<file path="config.mk">
export PLATFORM = sky130hd
export DESIGN_NAME = uart_tx_buffered
export DESIGN_NICKNAME = d
export VERILOG_FILES = /design/src/rtl/uart_tx_buffered_pkg.sv /design/src/rtl/uart_fifo.sv /design/src/rtl/uart_tx_buffered.sv
export SDC_FILE = /design/constraint.sdc
export NUM_CORES = 1
export LEC_CHECK = 0
export BUFFER_PORTS_ARGS = -buffer_cell sky130_fd_sc_hd__buf_2
export CAP_MARGIN = 40
export CORE_ASPECT_RATIO = 0.9
export CORE_MARGIN = 8
export CORE_UTILIZATION = 50
export CTS_CLUSTER_SIZE = 12
export DETAILED_ROUTE_END_ITERATION = 8
export GPL_TIMING_DRIVEN = 0
export PLACE_DENSITY = 0.74
export SLEW_MARGIN = 20
export SYNTH_ARGS = -nofsm -noshare
export SYNTH_HDL_FRONTEND = slang
export SYNTH_SLANG_ARGS = --single-unit
</file>
<file path="constraint.sdc">
create_clock -name clk -period 3.5 [get_ports clk]
set_input_delay 0.525 -clock clk [delete_from_list [all_inputs] [get_ports clk]]
set_output_delay 0.525 -clock clk [all_outputs]
set_load 0.1 [all_outputs]
</file>
<file path="src/rtl/uart_tx_buffered_pkg.sv">
// Shared definitions for the buffered UART transmitter:
// register map, STATUS bit positions and TX FSM state encodings.
package uart_tx_buffered_pkg;

    localparam int WORD_LEN = 32;

    localparam logic [WORD_LEN-1:0] UART_TXDATA_OFS = 32'h0;
    localparam logic [WORD_LEN-1:0] UART_STATUS_OFS = 32'h4;
    localparam int UART_REG_SEL_BIT = 2;

    localparam int UART_ST_FULL    = 0;
    localparam int UART_ST_EMPTY   = 1;
    localparam int UART_ST_BUSY    = 2;
    localparam int UART_ST_OVF     = 3;
    localparam int UART_ST_CNT_LSB = 4;

    typedef enum logic [1:0] {
        TX_IDLE  = 2'd0,
        TX_START = 2'd1,
        TX_DATA  = 2'd2,
        TX_STOP  = 2'd3
    } tx_state_t;

endpackage

</file>
<file path="src/rtl/uart_fifo.sv">
// Synchronous FIFO with combinational head (dout valid while !empty).
// Push is accepted when not full, or when full and popped in the same cycle.
module uart_fifo #(
    parameter int WIDTH = 8,
    parameter int DEPTH = 8
) (
    input  logic                     clk,
    input  logic                     rst,
    input  logic                     push,
    input  logic                     pop,
    input  logic [WIDTH-1:0]         din,
    output logic [WIDTH-1:0]         dout,
    output logic                     full,
    output logic                     empty,
    output logic [$clog2(DEPTH):0]   count
);
    localparam int AW = $clog2(DEPTH);

    logic [WIDTH-1:0] mem [DEPTH];
    logic [AW-1:0]    wr_ptr;
    logic [AW-1:0]    rd_ptr;
    logic             do_push;
    logic             do_pop;

    assign full    = (count == (AW+1)'(DEPTH));
    assign empty   = (count == '0);
    assign do_pop  = pop && !empty;
    assign do_push = push && (!full || do_pop);
    assign dout    = mem[rd_ptr];

    always_ff @(posedge clk or posedge rst) begin
        if (rst) begin
            wr_ptr <= '0;
            rd_ptr <= '0;
            count  <= '0;
        end else begin
            if (do_push) wr_ptr <= wr_ptr + 1'b1;
            if (do_pop)  rd_ptr <= rd_ptr + 1'b1;
            if (do_push && !do_pop)
                count <= count + 1'b1;
            else if (!do_push && do_pop)
                count <= count - 1'b1;
        end
    end

    always_ff @(posedge clk) begin
        if (do_push) mem[wr_ptr] <= din;
    end

endmodule

</file>
<file path="src/rtl/uart_tx_buffered.sv">
// Buffered 8N1 UART transmitter: byte writes queue in a FIFO, STATUS read has 1-cycle latency.
// Line goes low 1 cycle after the write edge; writes to a full FIFO without a pop are dropped and flagged.
module uart_tx_buffered
    import uart_tx_buffered_pkg::*;
#(
    parameter int WAIT_DIV = 104,
    parameter int DEPTH    = 8
) (
    input  logic                clk,
    input  logic                rst,
    input  logic [WORD_LEN-1:0] addr,
    input  logic                wen,
    input  logic [WORD_LEN-1:0] wdata,
    output logic [WORD_LEN-1:0] rdata,
    output logic                uart_out
);
    localparam int CNT_W = $clog2(WAIT_DIV);
    localparam int CW    = $clog2(DEPTH) + 1;
    localparam logic [CNT_W-1:0] RELOAD = CNT_W'(WAIT_DIV - 1);

    tx_state_t         state;
    logic [CNT_W-1:0]  baud_cnt;
    logic [2:0]        bitcnt;
    logic [7:0]        shreg;
    logic              overflow;

    logic              sel_status;
    logic              push;
    logic              pop;
    logic              ovf_clr;
    logic              baud_zero;
    logic [7:0]        fifo_dout;
    logic              fifo_full;
    logic              fifo_empty;
    logic [CW-1:0]     fifo_count;
    logic [31:0]       cnt_ext;
    logic [3:0]        cnt_sat;
    logic [WORD_LEN-1:0] status;
    logic              unused_bits;

    assign sel_status  = addr[UART_REG_SEL_BIT];
    assign push        = wen && !sel_status;
    assign ovf_clr     = wen && sel_status && wdata[UART_ST_OVF];
    assign baud_zero   = (baud_cnt == '0);
    assign unused_bits = ^{addr[WORD_LEN-1:UART_REG_SEL_BIT+1], addr[UART_REG_SEL_BIT-1:0],
                           wdata[WORD_LEN-1:8]};

    // Pop on the same edge that launches a start bit, so STOP chains directly into START.
    assign pop = !fifo_empty && ((state == TX_IDLE) || (state == TX_STOP && baud_zero));

    uart_fifo #(.WIDTH(8), .DEPTH(DEPTH)) u_fifo (
        .clk   (clk),
        .rst   (rst),
        .push  (push),
        .pop   (pop),
        .din   (wdata[7:0]),
        .dout  (fifo_dout),
        .full  (fifo_full),
        .empty (fifo_empty),
        .count (fifo_count)
    );

    always_comb begin
        cnt_ext = 32'(fifo_count);
        cnt_sat = (cnt_ext > 32'd15) ? 4'hF : cnt_ext[3:0];
        status                           = '0;
        status[UART_ST_FULL]             = fifo_full;
        status[UART_ST_EMPTY]            = fifo_empty;
        status[UART_ST_BUSY]             = (state != TX_IDLE);
        status[UART_ST_OVF]              = overflow;
        status[UART_ST_CNT_LSB +: 4]     = cnt_sat;
    end

    always_ff @(posedge clk or posedge rst) begin
        if (rst) begin
            state    <= TX_IDLE;
            baud_cnt <= '0;
            bitcnt   <= '0;
            shreg    <= '0;
            uart_out <= 1'b1;
        end else begin
            case (state)
                TX_IDLE: begin
                    if (!fifo_empty) begin
                        shreg    <= fifo_dout;
                        baud_cnt <= RELOAD;
                        uart_out <= 1'b0;
                        state    <= TX_START;
                    end
                end
                TX_START: begin
                    if (baud_zero) begin
                        baud_cnt <= RELOAD;
                        bitcnt   <= '0;
                        uart_out <= shreg[0];
                        state    <= TX_DATA;
                    end else begin
                        baud_cnt <= baud_cnt - 1'b1;
                    end
                end
                TX_DATA: begin
                    if (baud_zero) begin
                        shreg    <= {1'b0, shreg[7:1]};
                        baud_cnt <= RELOAD;
                        if (bitcnt == 3'd7) begin
                            uart_out <= 1'b1;
                            state    <= TX_STOP;
                        end else begin
                            bitcnt   <= bitcnt + 1'b1;
                            uart_out <= shreg[1];
                        end
                    end else begin
                        baud_cnt <= baud_cnt - 1'b1;
                    end
                end
                TX_STOP: begin
                    if (baud_zero) begin
                        if (!fifo_empty) begin
                            shreg    <= fifo_dout;
                            baud_cnt <= RELOAD;
                            uart_out <= 1'b0;
                            state    <= TX_START;
                        end else begin
                            uart_out <= 1'b1;
                            state    <= TX_IDLE;
                        end
                    end else begin
                        baud_cnt <= baud_cnt - 1'b1;
                    end
                end
                default: state <= TX_IDLE;
            endcase
        end
    end

    // Set wins over a same-cycle software clear.
    always_ff @(posedge clk or posedge rst) begin
        if (rst)
            overflow <= 1'b0;
        else if (push && fifo_full && !pop)
            overflow <= 1'b1;
        else if (ovf_clr)
            overflow <= 1'b0;
    end

    always_ff @(posedge clk or posedge rst) begin
        if (rst)
            rdata <= '0;
        else
            rdata <= sel_status ? status : '0;
    end

endmodule

</file>
== After elaboration in Yosys (flattened, before gate mapping) ==
Memories as Yosys holds them, arrays and structs flattened.
Cells that the tools add are included.
Operators by class
  mux-type cells: 33
  div/mod/pow operators: 0
  shift-type cells: 0
  multiply operators: 0
  reductions and logical operators: 32
  $add $sub $neg: 6
  order comparisons: 0
  bitwise gates (word level): 0
  equal/unequal tests: 11
Operators with widths (number)
  $mux 8: 4
  $pmux 8 s3: 1
  $mux 7: 3
  $pmux 7 s3: 1
  $ne 2x2->1 const B: 6
  $logic_and 1x1->1: 11
  $mux 1: 11
  $mux 2: 5
  $add 3x1->3 const B: 3
  $mux 3: 3
  $mux 4: 2
  $pmux 2 s4: 1
  $reduce_and 4->1: 2
  $reduce_bool 2->1: 4
  $logic_not 7->1: 1
  $sub 7x1->7 const B: 1
  $logic_not 1->1: 6
  $pmux 3 s2: 1
  $reduce_and 5->1: 1
  $add 4x1->4 const B: 1
  $eq 2x2->1 const B: 2
  $eq 4x4->1 const B: 1
  $logic_not 4->1: 1
  $pmux 1 s4: 1
  other kinds (8): 9
Word-level totals
  bits of input ports: 67
  bits in writable memories: 64
  ROM bits: 0
  bits in registers: 40
  memories kept: 1
  latch bits: 0
  output and inout bits: 33
Memory list
  u_fifo.mem: words 8, bits a word 8, read ports 1, clocked after memory_dff 0, write ports 1, RTL line uart_fifo.sv:19  | logic [WIDTH-1:0] mem [DEPTH];

== Depth between registers and ports, before layout ==
Gate-level depths: netlist of the first run.
  depth in word-level cells: 11
  gate-level depth with buffers: 13

== By module ==
A second synthesis of the first run with hierarchy kept.
Second synthesis, totals
  cell total of the unflattened synthesis: 334
  area, all modules: 4868.4 um^2
By module, submodules not included
  uart_fifo: area each 3067.9 um^2, cells an instance 157, seq. area each 2172.1 um^2, instances 1
  uart_tx_buffered: area each 1800.5 um^2, cells an instance 177, seq. area each 752.0 um^2, instances 1

== Worst setup path before layout of the first run ==
OpenSTA, ideal clock, no wires.
  path kind: register to register
  start point: register baud_cnt[0]
  end point: register u_fifo.count[3]
  stages on the path, launching flop included: 14
  period minus slack after synthesis: 2.680 ns
  arrival time: 2.600 ns
  buffers on the path: 0
  slack: 0.820 ns
  setup time: 0.080 ns
  cell sequence: dfrtp_1 > inv_1 > ha_1 > nor4b_4 > a31o_2 > o21ai_2 > inv_1 > ha_1 > inv_1 > ha_1 > a21o_1 > a21oi_1 > mux2i_1 > xnor2_1
On the way
  cells in the longest elaborated chain, start to end: 10
  elaborated cells between the ends (all ways): 13
  those cells by class: 1 x mux; 12 x reduce/logical
RTL lines
  start, declared: RTL line uart_tx_buffered.sv:22  | logic [CNT_W-1:0] baud_cnt;
  start signal, assigned: RTL line uart_tx_buffered.sv:98  | baud_cnt <= baud_cnt - 1'b1;
  start signal, assigned: RTL line uart_tx_buffered.sv:113  | baud_cnt <= baud_cnt - 1'b1;
  start signal, assigned: RTL line uart_tx_buffered.sv:128  | baud_cnt <= baud_cnt - 1'b1;
  $logic_not 7->1 *: RTL line uart_tx_buffered.sv:44  | assign baud_zero = (baud_cnt == '0);
  $logic_and 1x1->1 *: RTL line uart_tx_buffered.sv:49  | assign pop = !fifo_empty && ((state == TX_IDLE) || (state == TX_STOP && baud_zero));
  $logic_or 1x1->1 *: RTL line uart_tx_buffered.sv:49
  $logic_and 1x1->1 *: RTL line uart_tx_buffered.sv:49
  $logic_and 1x1->1 *: RTL line uart_fifo.sv:27  | assign do_pop = pop && !empty;
  $logic_or 1x1->1 *: RTL line uart_fifo.sv:28  | assign do_push = push && (!full || do_pop);
  $logic_and 1x1->1 *: RTL line uart_fifo.sv:28
  net u_fifo.do_push: RTL line uart_fifo.sv:22  | logic do_push;
  $logic_not 1->1: RTL line uart_fifo.sv:41  | else if (!do_push && do_pop)
  $logic_and 1x1->1: RTL line uart_fifo.sv:41
  $reduce_bool 2->1 (no source line)
  end signal, assigned: RTL line uart_fifo.sv:40  | count <= count + 1'b1;
  end signal, assigned: RTL line uart_fifo.sv:42  | count <= count - 1'b1;
  end, declared: RTL line uart_fifo.sv:15  | output logic [$clog2(DEPTH):0] count
The timed path passes the listed nets; every way through them passes the cells marked *.
A chain may end at the register's enable or synchronous reset.

== Worst setup path after layout of the first run ==
Ends and elaborated chain as after synthesis.

==> impl_metrics.ini, run 1 <==
[grt]
antenna_found_initial = 0
grt_max_degree = 28
grt.total_usage_pct = 13.6
grt_overflow = 0
first_global_vias = 2696
grt_pass1_wl_um = 14100

[route]
wl_per_cell_um = 16.8
dr_total_vias = 2839
routed_wl_um = 8870
ant_nets = 0
vias_per_cell = 5.39
first_pass_iters = 4
drcViolationCount = 0
initialDrtViolationCount = 188

[sta]
hold_violations = 0
post-route-period-util_pct = 89.2
period_minus_slack_ps = 3120
slew_headroom_pct = 46.6
setup_violations = 0
final.setup.tns_ps = 0
worstMarginPinSlew_ps = 798
grt_setup_unrepaired = no
drv_slew = 0
fin_skew_ps = 14.0
worst_slack_ps = 378
clock.fmax_mhz = 320

[worst_setup_path]
cp.required_ps = 3780
critical_path.slowest_cell = dfrtp_1
crit_chain = inv_1, ha_1, nor4b_4, a31o_2, o21ai_2, inv_1, ha_1, inv_1, ha_1, a21o_1, a21oi_1, mux2i_1, xnor2_1
critPathArrivalTime_ps = 3410
end_kind = flip-flop
startpoint_type = flip-flop
critPathTopFamily = compound AO/OA/AOI/OAI gates
critPathBufInv = 3
slowest_delay_ps = 430
crit_type = reg2reg
path_max_fanout = 7

[power]
power.switching_uw = 995
p_leak_nw = 2.18
ir_worst_vdd_uv = 299
p_clk_share_pct = 24.9
power.share.sequential_pct = 53.2
power_density_nw_per_um2 = 519
pwr-share-comb_pct = 21.9
p_int_mw = 1.89
swShare_pct = 34.5
total_power_mw = 2.89

[cts]
cts_buffer_depth = 2
clk_latency_ps = 360
tritoncts.num_buffers = 9
clk_pin_slew_worst_paths_ps = 100
postCtsHoldBufs = 0
cts_resized = 0
cts_root_buf = clkbuf_8
cts_tree = yes
post_cts_buffers = 0
clock-sinks = 104
htreeDepth = 3

[floorplanning]
die_area_um2 = 13300
start_util_pct = 51.3
die_x_um = 121
ioPinCount = 100
die_h_um = 110
num_rows = 34
core_um2 = 9610

[yosys]
synthCells = 335
syn_area_per_cell_um2 = 14.7
synth_enable_flop_cells = 64
async_reset_ff_share_pct = 38.5
synth-seq-cells = 104
ys_types = 57
synth_area_um2 = 4930
synth_warnings = 0
yosysSeqAreaShare_pct = 59.3
yosys_most_used_dff = edfxtp_1

[finish]
syn_to_final_growth_pct = 12.7
nets = 478
drive_gt1_share_pct = 30.2
design_area_um2 = 5560
fin_cells = 527
num_antenna_cells = 0
num-fill-cells = 762

[status]
status = finished, final reports clean

[placed_design]
gp_congestion = 0.831
port_buffers = 20
place_inst = 507
dp_hpwl_um = 6130
placedInstanceArea_um2 = 5330
pre_cts_slack_ps = 442

[worst_hold_path]
hold_path_class = in2async

[run]
cap_violations = 0
[path summary, 6_finish.rpt]
kind                               endpoint         from  slack, ps  cells past startpoint
max in group asynchronous          shreg[6]          rst       2960                      3
min                             baud_cnt[1]          rst        100                      2
max reg2reg                 u_fifo.count[3]  baud_cnt[0]        380                     13
min reg2reg                        rdata[3]     overflow        500                      1
min in group clk           u_fifo.mem[4][6]     wdata[6]        420                      1
max                         u_fifo.count[3]  baud_cnt[0]        380                     13
[flip-flops by register name (all words and copies together), names as in the netlist]
signal,flops
overflow,1
uart_out,1
bitcnt,3
u_fifo.rd_ptr,3
rdata,8
baud_cnt,7
state,2
u_fifo.mem,64
u_fifo.count,4
shreg,8
u_fifo.wr_ptr,3
[Yosys cell counts, types with 3 or more instances]
cell type	n	area share (%)
edfxtp_1	64	39
dfrtp_1	39	20
buf_4	24	3.7
nand2_1	15	1.1
ha_1	14	3.6
o21ai_0	13	1.3
mux2_2	12	2.7
inv_1	10	0.76
mux2i_1	10	2.0
nor2_1	10	0.76
mux4_1	8	4.3
mux4_2	8	3.7
nor3_1	8	0.81
buf_2	7	0.71
nand3_1	7	0.71
xnor2_1	7	1.2
and2_1	6	0.76
a21oi_1	5	0.51
o21ai_1	5	0.51
a22o_1	4	0.71
a31oi_1	4	0.51
o211ai_1	4	0.61
nor2b_1	3	0.38
nor4_1	3	0.38
o21ai_2	3	0.53
or4_1	3	0.46
[through the flow]
stage | util [%] | hold WS, ps
3_5_place_dp | 55.5 | 475
4_1_cts | 57.5 | 93.5
5_1_grt | 57.8 | 109
6_report | 57.8 | 97.1
3_3_place_gp | 54.9 | 472
2_1_floorplan | - | 458
[area by class of cell]
type	count	area (um^2)	area share (%)
flip-flops and latches	104	2920	52.6
multi-input cells	208	1820	32.7
plain buffers	36	265	4.77
repair buffers	27	163	2.93
well taps	126	158	2.84
clock buffers	9	124	2.23
clock inverters	7	71.3	1.28
inverters	10	37.5	0.675
[placed cells by master (no fill, tap or decap), types with 3 or more instances in the layout]
cell type and n:
nor2b_1 3, mux4_2 8, ha_1 14, conb_1 24
a31oi_1 4, or4_1 3, and2_1 6, o21ai_2 3
dfrtp_1 39, xnor2_1 7, nor2_1 10, a22o_1 4
o211ai_1 4, mux2_2 12, o21ai_0 13, edfxtp_1 64
buf_4 29, inv_8 3, nor3_2 4, nand2_1 15
buf_2 28, inv_1 9, nor3_1 4, mux2i_1 10
clkbuf_8 9, o21ai_1 5, a21oi_1 5, nand3_1 7
mux4_1 8
[worst reg2reg max path: stages (launching register included)]
cell and delay (ps):
dfrtp_1 430, inv_1 110, ha_1 240, nor4b_4 160, a31o_2 320, o21ai_2 380
inv_1 90, ha_1 200, inv_1 130, ha_1 250, a21o_1 170, a21oi_1 180
mux2i_1 250, xnor2_1 140
[cells by family after synthesis]
logic type	synth area share [%]
compound gates	8.68
xor+xnor	1.42
other cells	0.0761
fa+ha+maj	3.96
flops	59.3
mux	12.7
simple gates	7.72
buf+inv	6.14
[metal layers]
| layer | wire length, um | track usage [%] | vias to the layer above | share of wire, % |
|---|---|---|---|---|
| met2 | 4410 | 23.1 | 91 | 50 |
| met3 | 628 | 3.87 | 6 | 7.1 |
| met1 | 3770 | 16.9 | 1391 | 43 |
| met4 | 66 | 3.83 | 0 | 0.74 |
| met5 | 0 | 0 | - | 0 |
| li1 | - | - | 1351 | - |
[power groups by stage]
stage	combinational [mW]	sequential [mW]	clock, mW
after detailed placement	0.625	1.56	0
after floorplan	0.364	1.68	0
final	0.632	1.53	0.720
after CTS	0.628	1.53	0.734
after global routing	0.675	1.55	0.775
after global placement	0.599	1.55	0
No activity file was read; power rests on OpenSTA's default activity.
==> inputs of run 2 (changes only) <==
CORE_UTILIZATION = 37   (was 50)
PLACE_DENSITY = unset   (was 0.74)
==> run 2 against run 1 <==
Critical path depth did not move. Clock-buffer cell count rose by 1. Power rose by 8.3%. Global-route usage fell by 2.3 points. Flip-flop and latch count did not move. Clock power rose by 32%. Utilization fell by 14 points. Setup slack got worse by 7.2 ps. Routed wire length rose by 4.7%.
==> impl_metrics.ini, run 2 (same netlist as run 1, synthesis figures left out) <==
[sta]
slew_headroom_pct = 48.0
drv_slew = 0
worstMarginPinSlew_ps = 776
setup_violations = 0
worst_slack_ps = 371
fin_skew_ps = 7.37
post-route-period-util_pct = 89.4
hold_violations = 0
grt_setup_unrepaired = no
clock.fmax_mhz = 320
period_minus_slack_ps = 3130
final.setup.tns_ps = 0

[finish]
largest_reg_flops = 64
num_antenna_cells = 0
final_cell_mix = edfxtp_1 (64), dfrtp_1 (39), buf_4 (30), buf_2 (28), conb_1 (24)
fin_cells = 570
drive_gt1_share_pct = 29.9
nets = 479
top_register = u_fifo.mem
final_common_cell = edfxtp_1
design_area_um2 = 5700
syn_to_final_growth_pct = 15.7
top_regs = u_fifo.mem: 64 flops, rdata: 8 flops, shreg: 8 flops

[floorplanning]
start_util_pct = 37.5
ioPinCount = 100
die_x_um = 138
die_area_um2 = 17300
num_rows = 40
die_h_um = 126
core_um2 = 13200

[grt]
antenna_found_initial = 0
first_global_vias = 2900
grt_overflow = 0
grt_pass1_wl_um = 15400
grt_max_degree = 30
grt.total_usage_pct = 11.4

[power]
total_power_mw = 3.13
power_density_nw_per_um2 = 548
ir_worst_vdd_uv = 323
p_leak_nw = 2.23

[status]
status = finished, final reports clean

[route]
vias_per_cell = 5.02
first_pass_iters = 4
ant_nets = 0
initialDrtViolationCount = 145
routed_wl_um = 9290
dr_total_vias = 2862
drcViolationCount = 0
wl_per_cell_um = 16.3

[cts]
clk_pin_slew_worst_paths_ps = 70
tritoncts.num_buffers = 9
post_cts_buffers = 0
postCtsHoldBufs = 0
clock-sinks = 104
cts_buffer_depth = 2
htreeDepth = 3
clk_latency_ps = 350
cts_resized = 0
cts_tree = yes
cts_root_buf = clkbuf_16

[worst_setup_path]
ff2ff_path_depth = 13
reg2reg_slack_ps = 370
cp.required_ps = 3770
reg2reg_to = u_fifo.count[3]
critPathArrivalTime_ps = 3400
crit_type = reg2reg
reg2reg_from = baud_cnt[0]
startpoint_type = flip-flop
end_kind = flip-flop
path_max_fanout = 7

[placed_design]
dp_hpwl_um = 6630
placedInstanceArea_um2 = 5410
port_buffers = 20
gp_congestion = 0.776
place_inst = 552
pre_cts_slack_ps = 400

[worst_hold_path]
hold_path_class = in2async

[run]
cap_violations = 0
run 2: per-layer routing:
metal  global-route usage [%]  up-vias  wire length [um]
met5                        0        -                 0
met4                     3.07        0               113
met3                     3.32       11               512
met2                     17.6       66              4390
met1                     15.1     1429              4280
li1                         -     1356                 -
run 2: worst max path at each step:
stage / startpoint / end / slack [ps] / cells after the start
final: baud_cnt[0] / u_fifo.count[3] / 370 / 13
after CTS: baud_cnt[0] / u_fifo.count[3] / 350 / 13
after global placement: baud_cnt[0] / u_fifo.mem[0][7] / -200 / 6
after global routing: baud_cnt[0] / u_fifo.count[3] / 120 / 13
after detailed placement: baud_cnt[0] / u_fifo.count[3] / 400 / 13
after floorplan: baud_cnt[0] / u_fifo.count[3] / 820 / 13
run 2: cell type report:
cell class,instances,area [um^2]
plain buffers,36,265
fillers,1188,7460
flip-flops and latches,104,2920
clock inverters,6,51.3
multi-input cells,208,1820
well taps,168,210
inverters,10,37.5
clock buffers,10,229
repair buffers,28,170
run 2: critical path, cell delays in order, from the launching register on:
cell and delay (ps):
dfrtp_1 410, inv_1 110, ha_1 240, nor4b_4 160, a31o_2 320, o21ai_2 360
inv_1 90, ha_1 210, inv_1 120, ha_1 250, a21o_1 170, a21oi_1 200
mux2i_1 260, xnor2_1 150
run 2: power by group:
part	internal [mW]	switching, mW
combinational	0.183	0.453
sequential	1.43	0.105
clock	0.493	0.461
run 2: metrics by stage:
stage | hold slack [ps] | util [%]
floorplan | 458 | -
global placement | 491 | 40.5
detailed placement | 479 | 41.1
CTS | 104 | 43.2
global route | 110 | 43.3
finish | 105 | 43.3
==> inputs of run 3 (changes only) <==
==> constraint.sdc (replaced) <==
create_clock -name clk -period 3.5 [get_ports clk]
set_input_delay 0.35 -clock clk [delete_from_list [all_inputs] [get_ports clk]]
set_output_delay 0.35 -clock clk [all_outputs]
set_load 0.1 [all_outputs]
==> run 3 against run 2 <==
Non-clock buffer count up 1. Clock-buffer cell count unchanged. Sequential share of layout area down 0.090 points. Clock skew about the same. Sequential power about the same. Power about the same. Maximum frequency about the same. Die area unchanged. Via count up 0.21%. Combinational power about the same. Largest cell class unchanged.
==> impl_metrics.ini, run 3 (same netlist as run 1, synthesis figures left out) <==
[worst_setup_path]
end_kind = flip-flop
crit_type = reg2reg
cp.required_ps = 3770
startpoint_type = flip-flop
path_max_fanout = 7
critPathArrivalTime_ps = 3400

[route]
drcViolationCount = 0
dr_total_vias = 2868
wl_per_cell_um = 16.3
first_pass_iters = 5
initialDrtViolationCount = 151
ant_nets = 0
vias_per_cell = 5.02
routed_wl_um = 9290

[sta]
post-route-period-util_pct = 89.4
worst_slack_ps = 370
hold_violations = 0
clock.fmax_mhz = 319
slew_headroom_pct = 48.0
period_minus_slack_ps = 3130
drv_slew = 0
worstMarginPinSlew_ps = 776
final.setup.tns_ps = 0
whs_ps = 270
grt_setup_unrepaired = no
setup_violations = 0
fin_skew_ps = 7.37

[floorplanning]
die_h_um = 126
die_area_um2 = 17300
num_rows = 40
start_util_pct = 37.5
ioPinCount = 100
die_x_um = 138
core_um2 = 13200

[finish]
design_area_um2 = 5710
num_antenna_cells = 0
final_util_pct = 43.4
top_regs = u_fifo.mem: 64 flops, rdata: 8 flops, shreg: 8 flops
top_register = u_fifo.mem
drive_gt1_share_pct = 29.8
fin_cells = 571
syn_to_final_growth_pct = 15.9
nets = 480
largest_reg_flops = 64
regArea_um2 = 2920
final_cell_mix = edfxtp_1 (64), dfrtp_1 (39), buf_4 (30), buf_2 (28), conb_1 (24)
multi_input_area_um2 = 1820
num-fill-cells = 1187
final_common_cell = edfxtp_1

[cts]
clock-sinks = 104
clk_latency_ps = 350
cts_root_buf = clkbuf_16
post_cts_buffers = 0
cts_buffer_depth = 2
htreeDepth = 3
tritoncts.num_buffers = 9
cts_tree = yes
clk_pin_slew_worst_paths_ps = 70

[grt]
antenna_found_initial = 0
grt_max_degree = 30
grt.total_usage_pct = 11.4
grt_pass1_wl_um = 15400
grt_overflow = 0
first_global_vias = 2906

[placed_design]
dp_hpwl_um = 6630
gp_congestion = 0.776
placedInstanceArea_um2 = 5410
port_buffers = 20
place_inst = 552
pre_cts_slack_ps = 400

[worst_hold_path]
hold_path_class = in2reg

[power]
power_density_nw_per_um2 = 547
total_power_mw = 3.13
ir_worst_vdd_uv = 323
p_leak_nw = 2.23

[run]
cap_violations = 0

[status]
status = finished, final reports clean
==> run 3: layout make-up <==
type / instances / share of cell area, %
Multi-Input combinational cell: 208 / 31.8
Inverter: 10 / 0.657
Timing Repair Buffer: 29 / 3.15
Clock inverter: 6 / 0.898
Buffer: 36 / 4.64
Tap cell: 168 / 3.68
Clock buffer: 10 / 4.01
Sequential cell: 104 / 51.2
==> run 3: worst max-delay path, cell delays in order (launching register included) <==
cell and delay (ps):
dfrtp_1 420, inv_1 110, ha_1 240, nor4b_4 160, a31o_2 320, o21ai_2 360
inv_1 90, ha_1 210, inv_1 120, ha_1 250, a21o_1 170, a21oi_1 200
mux2i_1 260, xnor2_1 150
==> run 3: final timing paths <==
path / from / endpoint / slack [ps] / depth (start not counted)
max: baud_cnt[0] / u_fifo.count[3] / 370 / 13
min: wdata[6] / u_fifo.mem[3][6] / 270 / 1
max reg2reg: baud_cnt[0] / u_fifo.count[3] / 370 / 13
min reg2reg: overflow / rdata[3] / 500 / 1
max in group asynchronous: rst / uart_out / 2500 / 4
min in group asynchronous: rst / rdata[0] / 480 / 3
==> run 3: report_power, final <==
| part | internal, mW | switching, mW | total [mW] |
|---|---|---|---|
| logic | 0.184 | 0.453 | 0.637 |
| clock network | 0.493 | 0.461 | 0.954 |
| registers | 1.43 | 0.105 | 1.54 |
==> run 3: what timing repair did <==
item                                   4_1_cts  5_1_grt
hold buffers                                 1        0
endpoints found under the hold margin       11        0
resized for setup                            0        0
==> run 3: metal layers <==
layer  share of wire (%)  vias up  global-route usage (%)
met2                  47       66                    17.7
li1                    -     1358                       -
met5                   0        -                       0
met1                  46     1433                    15.2
met4                 1.2        0                    3.07
met3                 5.5       11                    3.32
